<file path="config.mk">
export PLATFORM = sky130hd
export DESIGN_NAME = calc_input_sequencer
export DESIGN_NICKNAME = d
export VERILOG_FILES = /design/src/rtl/calc_pkg.sv /design/src/rtl/calc_timeout_ctr.sv /design/src/rtl/calc_input_sequencer.sv
export SDC_FILE = /design/constraint.sdc
export NUM_CORES = 1
export LEC_CHECK = 0
export CORE_UTILIZATION = 31
export CTS_BUF_LIST = sky130_fd_sc_hd__clkbuf_4
export DETAILED_ROUTE_END_ITERATION = 12
export GPL_TIMING_DRIVEN = 1
export PLACE_DENSITY_LB_ADDON = 0.08
export SYNTH_ARGS = -nofsm -noshare
export SYNTH_HDL_FRONTEND = slang
export SYNTH_SLANG_ARGS = --single-unit
</file>
<file path="constraint.sdc">
create_clock -name clk -period 2.5 [get_ports clk]
set_clock_uncertainty 0.05 [all_clocks]
set_input_delay 0.75 -clock clk [delete_from_list [all_inputs] [get_ports clk]]
set_output_delay 0.75 -clock clk [all_outputs]
set_load 0.1 [all_outputs]
</file>
<file path="src/rtl/calc_pkg.sv">
`default_nettype none
// ============================================================================
// Module      : calc_pkg
// Description : Shared state encodings and constants for the calculator
//               operator-entry controller.
// Revision    : 1.0 - initial release
// ============================================================================
package calc_pkg;

    // FSM state encodings, also shown on the LED status display
    localparam logic [2:0] ST_ENTER_A  = 3'd0;
    localparam logic [2:0] ST_ENTER_B  = 3'd1;
    localparam logic [2:0] ST_ENTER_OP = 3'd2;
    localparam logic [2:0] ST_EXEC     = 3'd3;
    localparam logic [2:0] ST_WAIT     = 3'd4;
    localparam logic [2:0] ST_SHOW     = 3'd5;
    localparam logic [2:0] ST_ERROR    = 3'd6;

    localparam logic [1:0] OP_ADD = 2'b00;
    localparam logic [1:0] OP_SUB = 2'b01;
    localparam logic [1:0] OP_MUL = 2'b10;
    localparam logic [1:0] OP_DIV = 2'b11;

    // Wide enough for any display up to 64 bits; users slice the low bits
    localparam logic [63:0] ERR_DISPLAY = '1;

endpackage
`default_nettype wire

</file>
<file path="src/rtl/calc_timeout_ctr.sv">
`default_nettype none
// ============================================================================
// Module      : calc_timeout_ctr
// Description : Loadable down-counter that flags when the ALU wait budget
//               runs out.
// Revision    : 1.0 - initial release
// ============================================================================
module calc_timeout_ctr #(
    parameter int TIMEOUT = 255
) (
    input  logic clk,
    input  logic reset,
    input  logic load,
    input  logic en,
    output logic expired
);

    localparam int          CW     = $clog2(TIMEOUT + 1);
    localparam logic [CW-1:0] c_one  = CW'(1);
    localparam logic [CW-1:0] c_init = CW'(TIMEOUT);

    logic [CW-1:0] r_count;

    always_ff @(posedge clk) begin
        if (reset) begin
            r_count <= '0;
        end else if (load) begin
            r_count <= c_init;
        end else if (en && (r_count != '0)) begin
            r_count <= r_count - c_one;
        end
    end

    // High during the cycle whose closing edge takes the count to zero
    assign expired = en && (r_count <= c_one);

endmodule
`default_nettype wire

</file>
<file path="src/rtl/calc_input_sequencer.sv">
`default_nettype none
// ============================================================================
// Module      : calc_input_sequencer
// Description : Operator-entry FSM: captures A, B and opcode from switches,
//               launches the ALU, waits for done and holds the result.
//               Optional macro CALC_CHAIN_EN chains the result into A.
// Revision    : 1.0 - initial release
// ============================================================================
module calc_input_sequencer
    import calc_pkg::*;
#(
    parameter int WIDTH   = 8,
    parameter int TIMEOUT = 255
) (
    input  logic               clk,
    input  logic               reset,
    input  logic [WIDTH-1:0]   sw,
    input  logic               btn_enter,
    input  logic               btn_clear,
    input  logic               alu_done,
    input  logic [2*WIDTH-1:0] alu_result,
    output logic [WIDTH-1:0]   alu_a,
    output logic [WIDTH-1:0]   alu_b,
    output logic [1:0]         alu_op,
    output logic               alu_start,
    output logic [2*WIDTH-1:0] disp_value,
    output logic [2:0]         state_code,
    output logic               err
);

    logic [2:0]         r_state;
    logic [2:0]         w_next_state;
    logic [WIDTH-1:0]   r_alu_a;
    logic [WIDTH-1:0]   r_alu_b;
    logic [1:0]         r_alu_op;
    logic               r_alu_start;
    logic [2*WIDTH-1:0] r_result;
    logic               r_err;
    logic               w_expired;

    calc_timeout_ctr #(
        .TIMEOUT (TIMEOUT)
    ) u_timeout (
        .clk     (clk),
        .reset   (reset),
        .load    (r_state == ST_EXEC),
        .en      (r_state == ST_WAIT),
        .expired (w_expired)
    );

    always_comb begin
        w_next_state = r_state;
        if (btn_clear) begin
            w_next_state = ST_ENTER_A;
        end else begin
            case (r_state)
                ST_ENTER_A:  if (btn_enter) w_next_state = ST_ENTER_B;
                ST_ENTER_B:  if (btn_enter) w_next_state = ST_ENTER_OP;
                ST_ENTER_OP: if (btn_enter) w_next_state = ST_EXEC;
                ST_EXEC:     w_next_state = ST_WAIT;
                ST_WAIT: begin
                    // A done on the final counted cycle beats the timeout
                    if (alu_done)       w_next_state = ST_SHOW;
                    else if (w_expired) w_next_state = ST_ERROR;
                end
                ST_SHOW: begin
                    if (btn_enter) begin
`ifdef CALC_CHAIN_EN
                        w_next_state = ST_ENTER_B;
`else
                        w_next_state = ST_ENTER_A;
`endif
                    end
                end
                ST_ERROR:    w_next_state = ST_ERROR;
                default:     w_next_state = ST_ENTER_A;
            endcase
        end
    end

    always_ff @(posedge clk) begin
        if (reset || btn_clear) begin
            r_state     <= ST_ENTER_A;
            r_alu_a     <= '0;
            r_alu_b     <= '0;
            r_alu_op    <= OP_ADD;
            r_alu_start <= 1'b0;
            r_result    <= '0;
            r_err       <= 1'b0;
        end else begin
            r_state     <= w_next_state;
            r_alu_start <= (w_next_state == ST_EXEC);
            case (r_state)
                ST_ENTER_A:  if (btn_enter) r_alu_a  <= sw;
                ST_ENTER_B:  if (btn_enter) r_alu_b  <= sw;
                ST_ENTER_OP: if (btn_enter) r_alu_op <= sw[1:0];
                ST_WAIT: begin
                    if (alu_done)       r_result <= alu_result;
                    else if (w_expired) r_err    <= 1'b1;
                end
`ifdef CALC_CHAIN_EN
                ST_SHOW:     if (btn_enter) r_alu_a <= r_result[WIDTH-1:0];
`endif
                default: ;
            endcase
        end
    end

    always_comb begin
        case (r_state)
            ST_ENTER_A, ST_ENTER_B, ST_ENTER_OP:
                disp_value = {{WIDTH{1'b0}}, sw};
            ST_ERROR:
                disp_value = ERR_DISPLAY[2*WIDTH-1:0];
            default:
                disp_value = r_result;
        endcase
    end

    assign alu_a      = r_alu_a;
    assign alu_b      = r_alu_b;
    assign alu_op     = r_alu_op;
    assign alu_start  = r_alu_start;
    assign state_code = r_state;
    assign err        = r_err;

endmodule
`default_nettype wire

</file>
Word level (Yosys, flattened, before mapping)
Index checks and enable logic that the tools add are counted.
Operators by class
  add/sub/neg operators: 1
  order comparisons: 1
  equal/unequal tests: 7
  multiplexer cells: 11
  bitwise logic cells: 1
  reduce and logical (&&, ||, !) cells: 12
Operator list (count)
  $pmux W16 S2: 1
  $mux W3: 7
  $pmux W3 S7: 1
  $mux W8: 2
  $eq A3 B2 Y1 const B: 3
  $eq A3 B3 Y1 const B: 3
  $le A8 B1 Y1 const B: 1
  $reduce_and A2 Y1: 4
  $reduce_bool A8 Y1: 1
  $sub A8 B1 Y8 const B: 1
  $eq A3 B1 Y1 const B: 1
  $logic_not A3 Y1: 1
  $reduce_and A3 Y1: 1
  $reduce_or A3 Y1: 1
  $logic_and A1 B1 Y1: 2
  $reduce_bool A2 Y1: 1
  $logic_or A1 B1 Y1: 1
  $not A1 Y1: 1
Storage, ports and cells
  flip-flop bits (word level): 47
  input port bits: 29
  output and inout port bits: 39
  logic and storage cells: 41

Longest topological paths before layout
Gate-level depths: netlist of the first run.
  word-level depth: 7
  mapped depth: 7
  depth with buffers taken out: 6

Cells and area by module
Synthesis of the first run repeated with hierarchy kept, for this count alone.
Second synthesis, totals
  cell total of the unflattened synthesis: 266
  area, all modules: 2173.3 um2
Modules (own cells, without submodules)
  calc_input_sequencer: instances 1, cells an instance 207, area an instance 1670.4 um2
  calc_timeout_ctr: instances 1, cells an instance 59, area an instance 503.0 um2

Least setup slack after synthesis of the first run
OpenSTA, ideal clock, no wires.
  path kind: reg2out
  start point: register r_state[0] (netlist: state_code[0])
  end point: output port disp_value[6]
  arrival: 2628 ps
  path slack: -928 ps
  stages on the path, launching flop included: 7
  path buffers: 3
  path through: dfxtp_1 > buf_2 > nand2_1 > nand2b_1 > buf_2 > buf_2 > o22a_1
Between the ends
  word-level cells in the longest chain between the ends: 3
  elaborated cells between the ends (all ways): 6
RTL lines
  start, declared: RTL line calc_input_sequencer.sv:31  | logic [2:0] r_state;
  start signal, assigned: RTL line calc_input_sequencer.sv:91  | r_state <= w_next_state;
  $eq A3 B1 Y1, or another cell as far along: RTL line calc_input_sequencer.sv:110  | case (r_state)
  $reduce_or A3 Y1: RTL line calc_input_sequencer.sv:110
  $pmux W16 S2 *: RTL line calc_input_sequencer.sv:110
  end, declared: RTL line calc_input_sequencer.sv:26  | output logic [2*WIDTH-1:0] disp_value,
Every way passes the cells marked *; elsewhere a longest branch is shown, timed or not.

Worst setup path after layout of the first run
  start point: input port sw[6]
  end point: output port disp_value[6]
Between the ends
  word-level cells in the longest chain between the ends: 1
RTL lines
  start, declared: RTL line calc_input_sequencer.sv:17  | input logic [WIDTH-1:0] sw,
  $pmux W16 S2: RTL line calc_input_sequencer.sv:110
No other way between the ends.

==> impl_metrics.yaml, run 1 <==
die:
  design.die.area_mm2: 0.00713
  die_h_um: 84.4
  initial_utilization_pct: 32.6
  rows: 29
  dieWidth_um: 84.4
  io_pins: 68
  core_mm2: 0.00646
sta:
  period_needed_ps: 2410
  setup_violations: 0
  rsz0062_at_grt: "no"
  worstMarginPinSlew_ps: 793
  drv_slew: 0
  fmax_mhz: 415
  finalHoldViolCount: 0
  fin_ws_ps: 90.7
  slew_headroom_pct: 47.1
  period_share_pct: 96.4
power_and_ir_drop:
  power.share.combinational_pct: 20.7
  seqPwrFrac_pct: 54.2
  pwr-share-clk_pct: 25.1
  p_int_mw: 0.974
  irDropWorstVdd_mv: 0.231
  swShare_pct: 30.6
  leakagePower_nw: 1.21
  p_switching_mw: 0.430
  power_density_mw_per_mm2: 429
placed_design:
  dpl.hpwl_mm: 4.09
  postPlaceCellArea_mm2: 0.00316
  place_ws_ps: 86.3
  gp_congestion: 0.801
  port-buffer-count: 67
  dp.cells: 407
grt:
  gr-total-overflow: 0
  grt_pass1_wl_mm: 9.60
  grt_usage_pct: 16.9
  grt_max_degree: 40
  grt_pass1_vias: 1924
  antenna_found_initial: 0
route:
  drt_pass1_iterations: 8
  drt-initial-drc-count: 72
  via_per_inst: 4.86
  wl_mm: 5.82
  wl_per_cell_um: 13.8
  antenna_left: 0
  drc: 3
  vias: 2045
worst_setup_path:
  path_class: "in -> out"
  cp.required_ps: 1700
  arrival_ps: 1610
  critPathCaptureType: "output pin"
  cp_max_fo: 3
  startpoint_type: "input pin"
logic_synthesis:
  synth_seq_area_share_pct: 44.7
  yosys_warnings: 0
  async_reset_ff_share_pct: 0
  postSynthAreaPerCell_um2: 7.98
  synthCells: 264
  synth_top_flop_cell: "dfxtp_1"
  synth.net_count: 296
  syn-cell-area_mm2: 0.00211
  synth_edf_count: 0
  ys_seq_elements: 47
  synth_cell_types: 42
run_status:
  status: "finished, violations left"
  violations: "design-rule violations"
layout:
  drive_above_1_share_pct: 29.7
  postLayoutCellArea_mm2: 0.00327
  final_cells: 421
  fill_cells: 619
  final_nets: 375
  antenna_cells: 0
  area_delta_synth_final_pct: 55.5
min_path:
  hold_class: "reg -> reg"
clocking:
  clkTransAtPathRegs_ps: 140
  cts-root-buf: "clkbuf_4"
  htree_levels: 2
  tritoncts: "done"
  clockBufferDepth: 2
  numCtsBuffers: 5
  clock_sink_count: 47
  clk_latency_ps: 350
job:
  cap_violations: 0
## flip-flops by register name, summed over array words and instances, names as in the netlist
register	cells
alu_start	1
err	1
state_code	3
alu_a	8
alu_b	8
r_result	16
alu_op	2
u_timeout.r_count	8
## kinds of logic after synthesis
family | share of synthesized area, %
compound gates | 17.3
xor+xnor | 0.832
fa+ha+maj | 1.78
buf+inv | 3.62
flops | 44.7
mux | 1.90
simple gates | 29.8
## cells in the mapped netlist (2+ instances only)
master	number	area share, %
nor3_1	5	1.2
inv_1	2	0.36
dfxtp_1	47	45
a31oi_1	3	0.89
or2_2	3	0.89
nor2_1	14	2.5
clkbuf_1	6	1.1
or3_1	4	1.2
nand2_1	87	16
ha_1	3	1.8
nor2b_1	2	0.59
a21oi_1	38	9.0
mux2i_1	4	1.9
nand2b_1	3	0.89
a211oi_1	2	0.71
buf_2	6	1.4
nor3_2	2	0.95
o22a_1	9	3.7
## placed cells by master, fill, tap and decap left out, types with 2 or more instances in the layout
cell             count
a211oi_1             2
a21oi_1             37
a31oi_1              3
buf_12              16
buf_4               42
clkbuf_4             5
clkdlybuf4s50_1     28
clkinv_1             2
dfxtp_1             44
dfxtp_4              3
ha_1                 3
inv_1                2
mux2i_1              4
nand2_1             77
nand2_2              2
nand2_4              7
nand2b_1             3
nor2_1              14
nor3_1               5
nor3_2               2
o22a_4               7
or2_2                3
or3_1                4
## worst max-delay path, stage by stage
cell,delay [ps]
clkdlybuf4s50_1,530
o22a_4,160
buf_12,160
## power groups by stage
stage | logic [mW] | registers [mW] | clock network (mW)
after floorplan | 0.124 | 0.823 | 0
after global placement | 0.285 | 0.781 | 0
after detailed placement | 0.286 | 0.781 | 0
after CTS | 0.293 | 0.761 | 0.371
after global routing | 0.306 | 0.764 | 0.402
final | 0.290 | 0.762 | 0.352
## layer usage
layer	part of all wire (%)	global-route usage, %
met1	48	23.0
met2	45	26.6
met3	6.1	4.92
met4	0.53	4.16
met5	0	0
## timing repair
item / 4_1_cts / 5_1_grt
buffers inserted: 5 / 0
cloned: 0 / 1
hold buffers: 0 / 0
hold endpoints to repair: 0 / 0
gates resized for setup: 2 / 5
endpoints found under the setup margin: 13 / 9
## layout make-up
| cell class | instances | area (um2) | share of cell area [%] |
|---|---|---|---|
| multi-input combinational | 200 | 1240 | 37.8 |
| sequential | 47 | 952 | 29.1 |
| timing repair buffer | 87 | 927 | 28.3 |
| tap | 77 | 96.3 | 2.94 |
| clock buffer | 5 | 37.5 | 1.15 |
| clock inverter | 3 | 15.0 | 0.459 |
| inverter | 2 | 7.51 | 0.229 |
## final timing paths
path	end	slack [ps]	start	cells after the start
setup / recovery	disp_value[6]	90	sw[6]	3
hold / removal	alu_b[4]$_SDFFE_PP0P_	420	alu_b[4]$_SDFFE_PP0P_	2
setup reg to reg	u_timeout.r_count[1]$_SDFFE_PP0P_	670	u_timeout.r_count[0]$_SDFFE_PP0P_	6
hold reg to reg	alu_b[4]$_SDFFE_PP0P_	420	alu_b[4]$_SDFFE_PP0P_	2
## through the flow
| stage | utilization (%) | power (mW) | setup TNS, ps | hold slack [ps] |
|---|---|---|---|---|
| floorplan | - | 0.948 | -0.351 | 387 |
| global placement | 48.9 | 1.07 | 0 | 392 |
| detailed placement | 48.9 | 1.07 | 0 | 397 |
| CTS | 50.4 | 1.43 | 0 | 416 |
| global route | 50.7 | 1.47 | 0 | 436 |
| finish | 50.7 | 1.40 | 0 | 415 |
Note: power is estimated with default switching activity, not from simulation.
==> run 2: changes to the inputs <==
Settings changed: CAP_MARGIN from default to 10.
==> results of run 2 <==
Same layout as run 1: the final DEF is identical, and so are final timing and power.
==> run 3: changes to the inputs <==
Settings changed: HOLD_SLACK_MARGIN from default to 0.05, SKIP_LAST_GASP from default to 1.
==> impl_metrics.yaml, run 3 (same netlist as run 1, synthesis figures left out) <==
layout:
  final_nets: 375
  max_flop_register: "r_result"
  mostFrequentLayoutCells: "77 x nand2_1, 44 x dfxtp_1, 42 x buf_4"
  drive_above_1_share_pct: 29.7
  final_util_pct: 50.6
  fill_cells: 622
  area_delta_synth_final_pct: 55.3
  antenna_cells: 0
  largest_reg_flops: 16
  layout_commonest_cell: "nand2_1"
  postLayoutCellArea_mm2: 0.00327
route:
  highest_layer: "met4"
  vias: 2038
  met3_length_um: 363
  wl_per_cell_um: 13.8
  m1WireLength_mm: 2.78
  wl_mm: 5.82
  drt-initial-drc-count: 98
  dr_wl_met2_mm: 2.64
  antenna_left: 0
  via_per_inst: 4.84
  drc: 3
  drt_pass1_iterations: 8
sta:
  rsz0062_at_grt: "yes"
  finalSetupTns_ps: 0
  period_needed_ps: 2420
  holdWs_ps: 416
  drv_slew: 0
  worstMarginPinSlew_ps: 786
  finalHoldViolCount: 0
  fmax_mhz: 414
  period_share_pct: 96.6
  setup_violations: 0
  slew_headroom_pct: 47.6
die:
  die_h_um: 84.4
  initial_utilization_pct: 32.6
  rows: 29
  dieWidth_um: 84.4
  core_mm2: 0.00646
  design.die.area_mm2: 0.00713
  io_pins: 68
worst_setup_path:
  critical_path_buf_inv_count: 2
  cp-startpoint: "state_code[2]$_SDFF_PP0_"
  startpoint_type: "flop"
  reg2reg_from: "u_timeout.r_count[0]$_SDFFE_PP0P_"
  arrival_ps: 1620
  path_class: "reg -> out"
  cp.depth: 5
  crit_slowest_cell: "dfxtp_4"
  critPathTopFamily: "flip-flops"
  cp_max_fo: 12
  worst_path_largest_cell_delay_ps: 440
  crit_path_cell_trace: "nor2b_2, a21oi_2, buf_4, o22a_2, buf_12"
  r2r_slack_ps: 670
  cp.required_ps: 1700
  worstReg2RegEnd: "u_timeout.r_count[1]$_SDFFE_PP0P_"
  critPathCaptureType: "output pin"
  r2r_cells: 6
  worstSetupEndpoint: "disp_value[7]"
run_status:
  status: "finished, violations left"
  violations: "design-rule violations"
grt:
  antenna_found_initial: 0
  grt_pass1_wl_mm: 9.60
  gr-total-overflow: 0
  grt_usage_pct: 16.9
  grt_pass1_vias: 1924
  grt_max_degree: 40
power_and_ir_drop:
  irDropWorstVdd_mv: 0.231
  pwr-share-clk_pct: 25.1
  power_density_mw_per_mm2: 430
  p_int_mw: 0.974
  seqPwrFrac_pct: 54.2
  p_total_mw: 1.40
  swShare_pct: 30.7
  p_switching_mw: 0.431
  power.share.combinational_pct: 20.7
  leakagePower_nw: 1.21
clocking:
  clkTransAtPathRegs_ps: 140
  cts-root-buf: "clkbuf_4"
  numCtsBuffers: 5
  clockBufferDepth: 2
  clk_latency_ps: 350
  tritoncts: "done"
  htree_levels: 2
  clock_sink_count: 47
min_path:
  hold_class: "reg -> reg"
job:
  cap_violations: 0
placed_design:
  dpl.hpwl_mm: 4.09
  gp_congestion: 0.801
  port-buffer-count: 67
  postPlaceCellArea_mm2: 0.00316
==> run 3: cell types whose count changed in the layout (fill, tap and decap cells not counted) <==
cell	delta
nor2b_2	+1
nor2b_4	-1
==> run 3: per-layer routing <==
layer  global-route usage (%)  up-vias
li1                         -     1048
met1                     23.0      940
met2                     26.6       48
met3                     4.92        2
met4                     4.16        0
met5                        0        -
==> run 3: cell type report <==
cell class	count	area (um2)	share of cell area, %
multi-input combinational	200	1230	37.7
sequential	47	952	29.1
timing repair buffer	87	927	28.4
tap	77	96.3	2.95
clock buffer	5	37.5	1.15
clock inverter	3	15.0	0.459
inverter	2	7.51	0.230
==> run 3: per-stage QoR <==
stage / worst slack, ps / instances
finish: 83.9 / 421
global route: -13.8 / 421
CTS: 16.9 / 420
detailed placement: 86.3 / 407
global placement: 105 / 407
floorplan: -0.351 / 264
==> run 3: worst min path at each step <==
stage,startpoint,to,depth (start not counted)
2_1_floorplan,r_result[7]$_SDFFE_PP0P_,r_result[7]$_SDFFE_PP0P_,2
3_5_place_dp,r_result[13]$_SDFFE_PP0P_,r_result[13]$_SDFFE_PP0P_,2
4_1_cts,r_result[13]$_SDFFE_PP0P_,r_result[13]$_SDFFE_PP0P_,2
3_3_place_gp,r_result[10]$_SDFFE_PP0P_,r_result[10]$_SDFFE_PP0P_,2
5_1_grt,alu_a[0]$_SDFFE_PP0P_,alu_a[0]$_SDFFE_PP0P_,2
6_report,alu_a[5]$_SDFFE_PP0P_,alu_a[5]$_SDFFE_PP0P_,2
==> run 3: tightest hold or removal path, delay by kind of cell, from the launching register on <==
| kind | cells | cell delay, ps |
|---|---|---|
| AND/OR/NAND/NOR | 1 | 50 |
| AO/OA/AOI/OAI | 1 | 50 |
| flip-flops | 1 | 330 |
==> run 3: power groups by stage <==
stage	Sequential, mW	Combinational (mW)	Clock (mW)
global placement	0.781	0.285	0
CTS	0.761	0.293	0.371
global route	0.764	0.306	0.402
finish	0.761	0.290	0.353
floorplan	0.823	0.124	0
detailed placement	0.781	0.286	0
==> run 3: timing repair <==
item                       in CTS  in global routing
gates cloned                    0                  1
hold buffers                    0                  0
setup endpoints to repair      13                  9
gates resized for setup         2                  4
buffers inserted                5                  0
